[config.mk]
export PLATFORM = sky130hd
export DESIGN_NAME = rv_mem_arbiter_flat
export DESIGN_NICKNAME = d
export VERILOG_FILES = /design/src/rtl/rv_mem_pkg.sv /design/src/rtl/rv_mem_arbiter_if.sv /design/src/rtl/rv_mem_arb_pick.sv /design/src/rtl/rv_mem_arbiter.sv /design/src/flat_wrapper.sv
export SDC_FILE = /design/constraint.sdc
export NUM_CORES = 1
export LEC_CHECK = 0
export ABC_AREA = 1
export BUFFER_PORTS_ARGS = -buffer_cell sky130_fd_sc_hd__buf_2
export CELL_PAD_IN_SITES_DETAIL_PLACEMENT = 1
export CELL_PAD_IN_SITES_GLOBAL_PLACEMENT = 1
export CORE_AREA = 2 2 208 210
export DETAILED_ROUTE_END_ITERATION = 16
export DIE_AREA = 0 0 210 212
export HOLD_SLACK_MARGIN = 0.02
export PLACE_DENSITY_LB_ADDON = 0.1
export SYNTH_ARGS = -nofsm -noshare
export SYNTH_HDL_FRONTEND = slang
export SYNTH_HIERARCHICAL = 1
export SYNTH_SLANG_ARGS = --single-unit
[constraint.sdc]
create_clock -name clk -period 1.75 [get_ports clk]
set_input_delay 0.35 -clock clk [delete_from_list [all_inputs] [get_ports clk]]
set_output_delay 0.35 -clock clk [all_outputs]
set_load 0.02 [all_outputs]
[src/rtl/rv_mem_pkg.sv]
// rv_mem_pkg: shared types and constants for the RV64 memory arbiter.
//   arb_state_e  - arbiter sequencing states
//   owner_e      - which requester owns the in-flight memory access
//   starve_cnt_t - width of the IF starvation counter (STARVE_MAX up to 15)
package rv_mem_pkg;

    localparam int unsigned XLEN_DEFAULT = 64;
    localparam int unsigned STRB_W       = XLEN_DEFAULT / 8;
    localparam int unsigned CNT_W        = 4;

    typedef enum logic [1:0] {
        IDLE,
        BUSY,
        RESP
    } arb_state_e;

    typedef enum logic {
        OWN_IF,
        OWN_DM
    } owner_e;

    typedef logic [CNT_W-1:0] starve_cnt_t;

endpackage

[src/rtl/rv_mem_arbiter_if.sv]
// rv_mem_arbiter_if: bundles the IF port, the DM port and the main-memory port.
//   slave  - arbiter view: takes core requests and memory responses, drives
//            done/rdata back to the core and the mem_* request to memory.
//   master - environment view (core + memory model), the mirror image.
interface rv_mem_arbiter_if #(
    parameter int unsigned XLEN = rv_mem_pkg::XLEN_DEFAULT
);

    // Instruction fetch port (read only)
    logic              if_req;
    logic [XLEN-1:0]   if_addr;
    logic              if_done;
    logic [XLEN-1:0]   if_rdata;

    // Data memory port (load/store)
    logic              dm_req;
    logic              dm_we;
    logic [XLEN-1:0]   dm_addr;
    logic [XLEN-1:0]   dm_wdata;
    logic [XLEN/8-1:0] dm_wstrb;
    logic              dm_done;
    logic [XLEN-1:0]   dm_rdata;

    // Main memory port
    logic              mem_req;
    logic              mem_we;
    logic [XLEN-1:0]   mem_addr;
    logic [XLEN-1:0]   mem_wdata;
    logic [XLEN/8-1:0] mem_wstrb;
    logic              mem_ack;
    logic [XLEN-1:0]   mem_rdata;

    modport slave (
        input  if_req, if_addr,
        output if_done, if_rdata,
        input  dm_req, dm_we, dm_addr, dm_wdata, dm_wstrb,
        output dm_done, dm_rdata,
        output mem_req, mem_we, mem_addr, mem_wdata, mem_wstrb,
        input  mem_ack, mem_rdata
    );

    modport master (
        output if_req, if_addr,
        input  if_done, if_rdata,
        output dm_req, dm_we, dm_addr, dm_wdata, dm_wstrb,
        input  dm_done, dm_rdata,
        input  mem_req, mem_we, mem_addr, mem_wdata, mem_wstrb,
        output mem_ack, mem_rdata
    );

endinterface

[src/rtl/rv_mem_arb_pick.sv]
// rv_mem_arb_pick: combinational grant decision.
//   if_req_i, dm_req_i  - pending requests
//   starve_cnt_i        - consecutive DM grants made while IF was waiting
//   grant_valid_o       - some requester can be granted
//   grant_owner_o       - DM wins ties unless IF has waited STARVE_MAX grants
module rv_mem_arb_pick
    import rv_mem_pkg::*;
#(
    parameter int unsigned STARVE_MAX = 4
) (
    input  logic        if_req_i,
    input  logic        dm_req_i,
    input  starve_cnt_t starve_cnt_i,
    output logic        grant_valid_o,
    output owner_e      grant_owner_o
);

    localparam starve_cnt_t StarveMax = starve_cnt_t'(STARVE_MAX);

    logic if_starved;

    always_comb begin
        if_starved    = if_req_i && (starve_cnt_i == StarveMax);
        grant_valid_o = if_req_i | dm_req_i;
        grant_owner_o = OWN_IF;
        if (dm_req_i && !if_starved) begin
            grant_owner_o = OWN_DM;
        end
    end

endmodule

[src/rtl/rv_mem_arbiter.sv]
// rv_mem_arbiter: serialises IF and DM accesses onto the single-port memory.
//   clk, rst_n - clock, asynchronous active-low reset
//   bus        - rv_mem_arbiter_if.slave (IF port, DM port, memory port)
// Each access walks IDLE -> BUSY -> RESP; request fields are latched at the
// grant so the mem_* outputs stay stable for the whole BUSY phase. All outputs
// are registered.
module rv_mem_arbiter
    import rv_mem_pkg::*;
#(
    parameter int unsigned XLEN       = XLEN_DEFAULT,
    parameter int unsigned STARVE_MAX = 4
) (
    input  logic              clk,
    input  logic              rst_n,
    rv_mem_arbiter_if.slave   bus
);

    localparam int unsigned StrbW     = XLEN / 8;
    localparam starve_cnt_t StarveMax = starve_cnt_t'(STARVE_MAX);

    arb_state_e        state_q;
    owner_e            owner_q;
    starve_cnt_t       starve_q;
    logic              mem_req_q;
    logic              mem_we_q;
    logic [XLEN-1:0]   mem_addr_q;
    logic [XLEN-1:0]   mem_wdata_q;
    logic [StrbW-1:0]  mem_wstrb_q;
    logic              if_done_q;
    logic              dm_done_q;
    logic [XLEN-1:0]   if_rdata_q;
    logic [XLEN-1:0]   dm_rdata_q;

    logic              grant_valid;
    owner_e            grant_owner;

    rv_mem_arb_pick #(
        .STARVE_MAX (STARVE_MAX)
    ) u_pick (
        .if_req_i      (bus.if_req),
        .dm_req_i      (bus.dm_req),
        .starve_cnt_i  (starve_q),
        .grant_valid_o (grant_valid),
        .grant_owner_o (grant_owner)
    );

    always_ff @(posedge clk or negedge rst_n) begin
        if (!rst_n) begin
            state_q     <= IDLE;
            owner_q     <= OWN_IF;
            starve_q    <= '0;
            mem_req_q   <= 1'b0;
            mem_we_q    <= 1'b0;
            mem_addr_q  <= '0;
            mem_wdata_q <= '0;
            mem_wstrb_q <= '0;
            if_done_q   <= 1'b0;
            dm_done_q   <= 1'b0;
            if_rdata_q  <= '0;
            dm_rdata_q  <= '0;
        end else begin
            unique case (state_q)
                IDLE: begin
                    // With if_req high a grant is always made, so the counter
                    // only grows on DM grants that bypass a waiting IF.
                    if (!bus.if_req || (grant_owner == OWN_IF)) begin
                        starve_q <= '0;
                    end else if (starve_q != StarveMax) begin
                        starve_q <= starve_q + 4'd1;
                    end

                    if (grant_valid) begin
                        owner_q   <= grant_owner;
                        mem_req_q <= 1'b1;
                        state_q   <= BUSY;
                        if (grant_owner == OWN_DM) begin
                            mem_we_q    <= bus.dm_we;
                            mem_addr_q  <= bus.dm_addr;
                            mem_wdata_q <= bus.dm_wdata;
                            mem_wstrb_q <= bus.dm_we ? bus.dm_wstrb : '0;
                        end else begin
                            mem_we_q    <= 1'b0;
                            mem_addr_q  <= bus.if_addr;
                            mem_wdata_q <= '0;
                            mem_wstrb_q <= '0;
                        end
                    end
                end

                BUSY: begin
                    if (bus.mem_ack) begin
                        mem_req_q   <= 1'b0;
                        mem_we_q    <= 1'b0;
                        mem_wstrb_q <= '0;
                        state_q     <= RESP;
                        if (owner_q == OWN_IF) begin
                            if_rdata_q <= bus.mem_rdata;
                            if_done_q  <= 1'b1;
                        end else begin
                            // Stores keep the previous load data visible.
                            if (!mem_we_q) begin
                                dm_rdata_q <= bus.mem_rdata;
                            end
                            dm_done_q <= 1'b1;
                        end
                    end
                end

                RESP: begin
                    // No grant here: a held req must be re-sampled in IDLE.
                    if_done_q <= 1'b0;
                    dm_done_q <= 1'b0;
                    state_q   <= IDLE;
                end

                default: begin
                    state_q <= IDLE;
                end
            endcase
        end
    end

    assign bus.mem_req   = mem_req_q;
    assign bus.mem_we    = mem_we_q;
    assign bus.mem_addr  = mem_addr_q;
    assign bus.mem_wdata = mem_wdata_q;
    assign bus.mem_wstrb = mem_wstrb_q;
    assign bus.if_done   = if_done_q;
    assign bus.if_rdata  = if_rdata_q;
    assign bus.dm_done   = dm_done_q;
    assign bus.dm_rdata  = dm_rdata_q;

endmodule

[src/flat_wrapper.sv]
// flat-port wrapper written by rule: the top's interface ports become plain ports
module rv_mem_arbiter_flat import rv_mem_pkg::*;
#(
    parameter int unsigned XLEN       = XLEN_DEFAULT,
    parameter int unsigned STARVE_MAX = 4
)
  (clk, rst_n, bus_if_req, bus_if_addr, bus_if_done, bus_if_rdata, bus_dm_req, bus_dm_we, bus_dm_addr, bus_dm_wdata, bus_dm_wstrb, bus_dm_done, bus_dm_rdata, bus_mem_req, bus_mem_we, bus_mem_addr, bus_mem_wdata, bus_mem_wstrb, bus_mem_ack, bus_mem_rdata);
  rv_mem_arbiter_if #(.XLEN(XLEN)) bus_i ();
  input  logic clk;
  input  logic rst_n;
  input wire logic [$bits(bus_i.if_req)-1:0] bus_if_req;
  input wire logic [$bits(bus_i.if_addr)-1:0] bus_if_addr;
  output wire logic [$bits(bus_i.if_done)-1:0] bus_if_done;
  output wire logic [$bits(bus_i.if_rdata)-1:0] bus_if_rdata;
  input wire logic [$bits(bus_i.dm_req)-1:0] bus_dm_req;
  input wire logic [$bits(bus_i.dm_we)-1:0] bus_dm_we;
  input wire logic [$bits(bus_i.dm_addr)-1:0] bus_dm_addr;
  input wire logic [$bits(bus_i.dm_wdata)-1:0] bus_dm_wdata;
  input wire logic [$bits(bus_i.dm_wstrb)-1:0] bus_dm_wstrb;
  output wire logic [$bits(bus_i.dm_done)-1:0] bus_dm_done;
  output wire logic [$bits(bus_i.dm_rdata)-1:0] bus_dm_rdata;
  output wire logic [$bits(bus_i.mem_req)-1:0] bus_mem_req;
  output wire logic [$bits(bus_i.mem_we)-1:0] bus_mem_we;
  output wire logic [$bits(bus_i.mem_addr)-1:0] bus_mem_addr;
  output wire logic [$bits(bus_i.mem_wdata)-1:0] bus_mem_wdata;
  output wire logic [$bits(bus_i.mem_wstrb)-1:0] bus_mem_wstrb;
  input wire logic [$bits(bus_i.mem_ack)-1:0] bus_mem_ack;
  input wire logic [$bits(bus_i.mem_rdata)-1:0] bus_mem_rdata;
  assign bus_i.if_req = bus_if_req;
  assign bus_i.if_addr = bus_if_addr;
  assign bus_if_done = bus_i.if_done;
  assign bus_if_rdata = bus_i.if_rdata;
  assign bus_i.dm_req = bus_dm_req;
  assign bus_i.dm_we = bus_dm_we;
  assign bus_i.dm_addr = bus_dm_addr;
  assign bus_i.dm_wdata = bus_dm_wdata;
  assign bus_i.dm_wstrb = bus_dm_wstrb;
  assign bus_dm_done = bus_i.dm_done;
  assign bus_dm_rdata = bus_i.dm_rdata;
  assign bus_mem_req = bus_i.mem_req;
  assign bus_mem_we = bus_i.mem_we;
  assign bus_mem_addr = bus_i.mem_addr;
  assign bus_mem_wdata = bus_i.mem_wdata;
  assign bus_mem_wstrb = bus_i.mem_wstrb;
  assign bus_i.mem_ack = bus_mem_ack;
  assign bus_i.mem_rdata = bus_mem_rdata;
  rv_mem_arbiter #(.XLEN(XLEN), .STARVE_MAX(STARVE_MAX)) u_core (.clk(clk), .rst_n(rst_n), .bus(bus_i));
endmodule
[Word level (Yosys, flattened, before mapping)]
Index checks and enable logic that the tools add are counted.
Word-level totals
  input port bits: 270
  logic and storage cells: 67
  output and inout port bits: 268
  bits in registers: 275
Operators by class
  bitwise gates (word level): 4
  reduce and logical (&&, ||, !) cells: 17
  mux-type cells: 25
  add/sub/neg operators: 1
  eq/ne operators: 8
Operators by type and width (number)
  64-bit 2-to-1 mux: 2
  8-bit 2-to-1 mux: 4
  8-bit case mux with 2 select lines: 1
  3-bit AND reduction: 4
  1-bit 2-to-1 mux: 9
  4-bit 2-to-1 mux: 2
  1-bit case mux with 2 select lines: 4
  2-bit AND reduction: 3
  2-bit nonzero test: 3
  4-bit by 1-bit adder with 4-bit output (second input constant): 1
  4-bit by 3-bit == test with 1-bit output (second input constant): 1
  2-bit 2-to-1 mux: 2
  2-bit by 1-bit inequality test with 1-bit output (second input constant): 2
  2-bit inequality test (second input constant): 2
  4-bit by 3-bit inequality test with 1-bit output (second input constant): 1
  2-bit case mux with 2 select lines: 1
  4-bit AND reduction: 1
  1-bit inverter: 3
  2-bit by 1-bit == test with 1-bit output (second input constant): 1
  2-bit == test (second input constant): 1
  1-bit logical AND: 2
  1-bit logical NOT: 2
  2-bit logical NOT: 1
  1-bit logical OR: 1
  1-bit bitwise OR: 1

[Logic depth before layout (Yosys ltp)]
  depth in word-level cells: 9
  depth in mapped cells: 11
  gate-level depth less buffers: 10

[By module]
The synthesis kept the hierarchy.
Modules (own cells, without submodules)
  rv_mem_arbiter: cells each 1297, sequential area each 6881.6 um^2, instances 1, area an instance 11514.8 um^2
  rv_mem_arb_pick: cells each 9, sequential area each 0.0 um^2, instances 1, area an instance 37.5 um^2

[Worst setup path after synthesis]
OpenSTA, ideal clock, no wires.
  path type: register -> register
  start point: reg u_core.starve_q[2]
  end point: reg u_core.mem_addr_q[25], in the netlist u_core/bus.mem_addr[25]
  clock period less this slack: 1620 ps
  setup slack: 130 ps
  buffers on the path: 2
  setup time: 124 ps
  arrival time: 1496 ps
  data required time: 1626 ps
  stages on the path, launching flop included: 10
  cell sequence: dfrtp_1 > nand3_1 > nor2_1 > nor2_1 > inv_2 > clkbuf_1 > clkbuf_1 > or2_2 > o211ai_1 > nand2_1
On the way
  longest elaborated chain between the ends: 6
Ends and longest elaborated chain
  start, declared: RTL line rv_mem_arbiter.sv:23  | starve_cnt_t starve_q;
  start signal, assigned: RTL line rv_mem_arbiter.sv:69  | starve_q <= starve_q + 4'd1;
  4-bit by 3-bit == test with 1-bit output: RTL line rv_mem_arb_pick.sv:23  | if_starved = if_req_i && (starve_cnt_i == StarveMax);
  1-bit logical AND: RTL line rv_mem_arb_pick.sv:23
  1-bit logical NOT: RTL line rv_mem_arb_pick.sv:26  | if (dm_req_i && !if_starved) begin
  1-bit logical AND: RTL line rv_mem_arb_pick.sv:26
  1-bit 2-to-1 mux: RTL line rv_mem_arb_pick.sv:26
  named net u_core.grant_owner: RTL line rv_mem_arbiter.sv:35  | owner_e grant_owner;
  64-bit 2-to-1 mux: RTL line rv_mem_arbiter.sv:76  | if (grant_owner == OWN_DM) begin
  end signal, assigned: RTL line rv_mem_arbiter.sv:78  | mem_addr_q <= bus.dm_addr;
  end signal, assigned: RTL line rv_mem_arbiter.sv:83  | mem_addr_q <= bus.if_addr;
  end, declared: RTL line rv_mem_arbiter.sv:26  | logic [XLEN-1:0] mem_addr_q;
The timed path passes the listed nets, and every way through them passes these cells.
A chain may end at the register's enable or synchronous reset.

[Worst setup path after layout]
  start point: reg u_core.starve_q[3]
  end point: reg u_core.mem_addr_q[17], in the netlist u_core/bus.mem_addr[17]
Same word-level chain as after synthesis.

==> out/results.ini <==
[status]
status = finished clean

[synth]
ys.flop_type = dfrtp_1
async_flop_share_pct = 100
syn_area_sq_um = 11600
syn_inst = 1306
synthMostInstantiatedCell = nand2_1
syn_avg_cell_area_sq_um = 8.85
synth_edf_count = 0
synthesis.nets = 1578
ys_top_cells_by_area = dfrtp_1, nand2_1, o211ai_1, nand3_1, o21ai_0
synth_common_cells = nand2_1, dfrtp_1, nand3_1
yosys.area.top_type = dfrtp_1
ys_ff_latch = 275
synthDistinctLibCells = 22
synth.top_cell.area_share_pct = 59.6
ys_warn_count = 6
ys_seq_area_share_pct = 59.6

[min_path]
min_path_type = primary input to register

[sta]
post-route-min-period_ns = 1.62
setup-tns-final_ns = 0
relSlewSlack_pct = 71.7
final-hold-violation-count = 0
setup_viol = 0
max_freq_mhz = 616
clock-skew-final_ns = 0.0173
tightestPinTransition_ns = 0.425
rsz0062_at_grt = no
fin_crit_sh_pct = 92.7
slew_viol_final = 0

[critical_path]
crit_chain = inv_1 > nand2_1 > nor2_1 > nor2_4 > inv_2 > buf_12 > or2_2 > o211ai_1 > nand2_1
path_max_fanout = 66
setup.worst_path.class = register to register
cp_data_arrival_time_ns = 2.03
cp.required_ns = 2.16
cp_slowest_stage_delay_ns = 0.38
setup.worst_path.start_class = register
endpoint_kind = register
path_common_cell = nand2_1
slowest_stage = dfrtp_1

[job]
cap_violations = 0

[cts]
cts_made_buffers = 35
path_clk_slew_ns = 0.06
htreeDepth = 2
clk-insertion-delay-late_ns = 0.53
clock_tree.buffer_depth = 3
cts-root-buf = clkbuf_16
clock-sinks = 275
cts_tree = built
cts_resized = 0

[power]
power.share.sequential_pct = 33.9
p_switching_uw = 14000
p_per_area_nw_per_um2 = 1920
p_sw_share_pct = 43.4
leakagePower_uw = 0.00919
ir_drop_v = 0.000695
internal-power_uw = 18200
power_frac_comb_pct = 43.0
clkPwrFrac_pct = 23.1

[global_routing]
antenna_found_initial = 14
grt-ovfl-total = 0
first_global_vias = 11800
grtUsageTotal_pct = 20.5
grt_pass1_wl_um = 70300
grt_max_degree = 82

[drt]
wl_met3_um = 3750
viasPerCell = 4.51
wl_met2_um = 22100
dr.max_layer_used = met5
wl_met1_um = 18800
drt-pass1-iter-count = 4
num_vias = 11200
ant_nets = 0
wl_um = 46100
drt_iter0_drc = 568
drc_errors = 0
drt-wirelength-per-cell_um = 18.6

[floorplanning]
initial_core_util_pct = 27.2
die_h_um = 212
rows = 76
ios = 538
coreArea_sq_um = 42500
die_area_sq_um = 44500
dieWidth_um = 210

[cells_and_area]
area_growth_pct = 45.5
fillers = 5106
final_cells = 2474
drive_gt1_share_pct = 34.6
nets = 2169

[place]
gp_congestion = 0.757
hpwlAfterDp_um = 32400
dp_cells = 2335
port_buffers = 537

-- logic make-up after synthesis --
family	count (synthesis)	synth area share, %
simple gates	791	28.4
flops	275	59.6
compound gates	134	7.19
buf+inv	104	4.66
fa+ha+maj	2	0.217
-- area by class of cell --
class	instances	area (sq um)	share of cell area (%)
well taps	546	683	4.06
clock inverters	8	123	0.729
repair buffers	640	3840	22.8
flip-flops and latches	275	6880	40.9
diodes	7	17.5	0.104
multi-input cells	927	4160	24.7
inverters	18	70.1	0.417
clock buffers	53	1040	6.21
-- worst max-delay path: cells and delay by family, from the launching register on --
family	cells	cell delay (ns)
DFF	1	0.38
AOI/OAI and AO/OA	1	0.10
buffers and inverters	3	0.29
and+or+nand+nor	5	0.68
-- sequential cells by signal, indices dropped and copies added, names as in the netlist --
register              flops
u_core/bus.dm_done        1
u_core/bus.dm_rdata      64
u_core/bus.if_done        1
u_core/bus.if_rdata      64
u_core/bus.mem_addr      64
u_core/bus.mem_req        1
u_core/bus.mem_wdata     64
u_core/bus.mem_we         1
u_core/bus.mem_wstrb      8
u_core/owner_q            1
u_core/starve_q           4
u_core/state_q            2
-- path summary, 6_finish.rpt --
check	from	endpoint	slack, ns	depth (start not counted)
setup / recovery	u_core/starve_q[3]$_DFFE_PN0P_	u_core/bus.mem_addr[17]$_DFFE_PN0P_	0.13	9
hold reg to reg	u_core/bus.if_rdata[27]$_DFFE_PN0P_	u_core/bus.if_rdata[27]$_DFFE_PN0P_	0.46	2
max in group asynchronous	rst_n	u_core/bus.mem_addr[25]$_DFFE_PN0P_	0.77	3
setup reg to reg	u_core/starve_q[3]$_DFFE_PN0P_	u_core/bus.mem_addr[17]$_DFFE_PN0P_	0.13	9
min in group asynchronous	rst_n	u_core/bus.dm_rdata[26]$_DFFE_PN0P_	0.29	2
hold / removal	bus_if_addr[4]	u_core/bus.mem_addr[4]$_DFFE_PN0P_	0.06	3
-- stage by stage --
step	area (sq um)	setup slack, ns	utilization, %	hold slack, ns	total power, uW
3_3_place_gp	14900	0.108	35.1	0.256	24700
2_1_floorplan	11600	0.130	-	0.0544	19000
4_1_cts	16800	0.112	39.5	0.0223	32800
3_5_place_dp	14900	0.101	35.1	0.255	25000
6_report	16800	0.127	39.6	0.0552	32200
5_1_grt	16800	0.000120	39.5	0.0441	34500
-- layout by cell type, fill, tap and decap left out, drive strengths merged --
| master | instances |
|---|---|
| o211ai | 64 |
| clkinv | 4 |
| dlygate4sd3 | 71 |
| nand3 | 86 |
| nand2 | 619 |
| ha | 2 |
| or2 | 65 |
| dfrtp | 275 |
| o21ai | 70 |
| bufinv | 3 |
| nor2 | 17 |
| inv | 19 |
| nand4 | 4 |
| buf | 569 |
| diode | 7 |
| clkbuf | 53 |
-- power by group through the flow --
stage                     sequential, uW  combinational, uW  clock [uW]
final                              10900              13800        7420
after CTS                          11000              14100        7680
after detailed placement           11000              14000           0
after floorplan                    14500               4470           0
after global placement             10900              13800           0
after global routing               11400              15200        7920
-- routing by layer --
metal / global-route usage, % / up-vias
li1: - / 5357
met1: 24.5 / 5350
met2: 34.0 / 357
met3: 7.21 / 81
met4: 7.53 / 14
met5: 0 / -
-- timing repair --
action | CTS | global route
hold buffers | 71 | 0
setup endpoints to repair | 0 | 0
hold endpoints to repair | 113 | 0
buffers inserted | 0 | 0
Power figures use the tool's default switching activity.
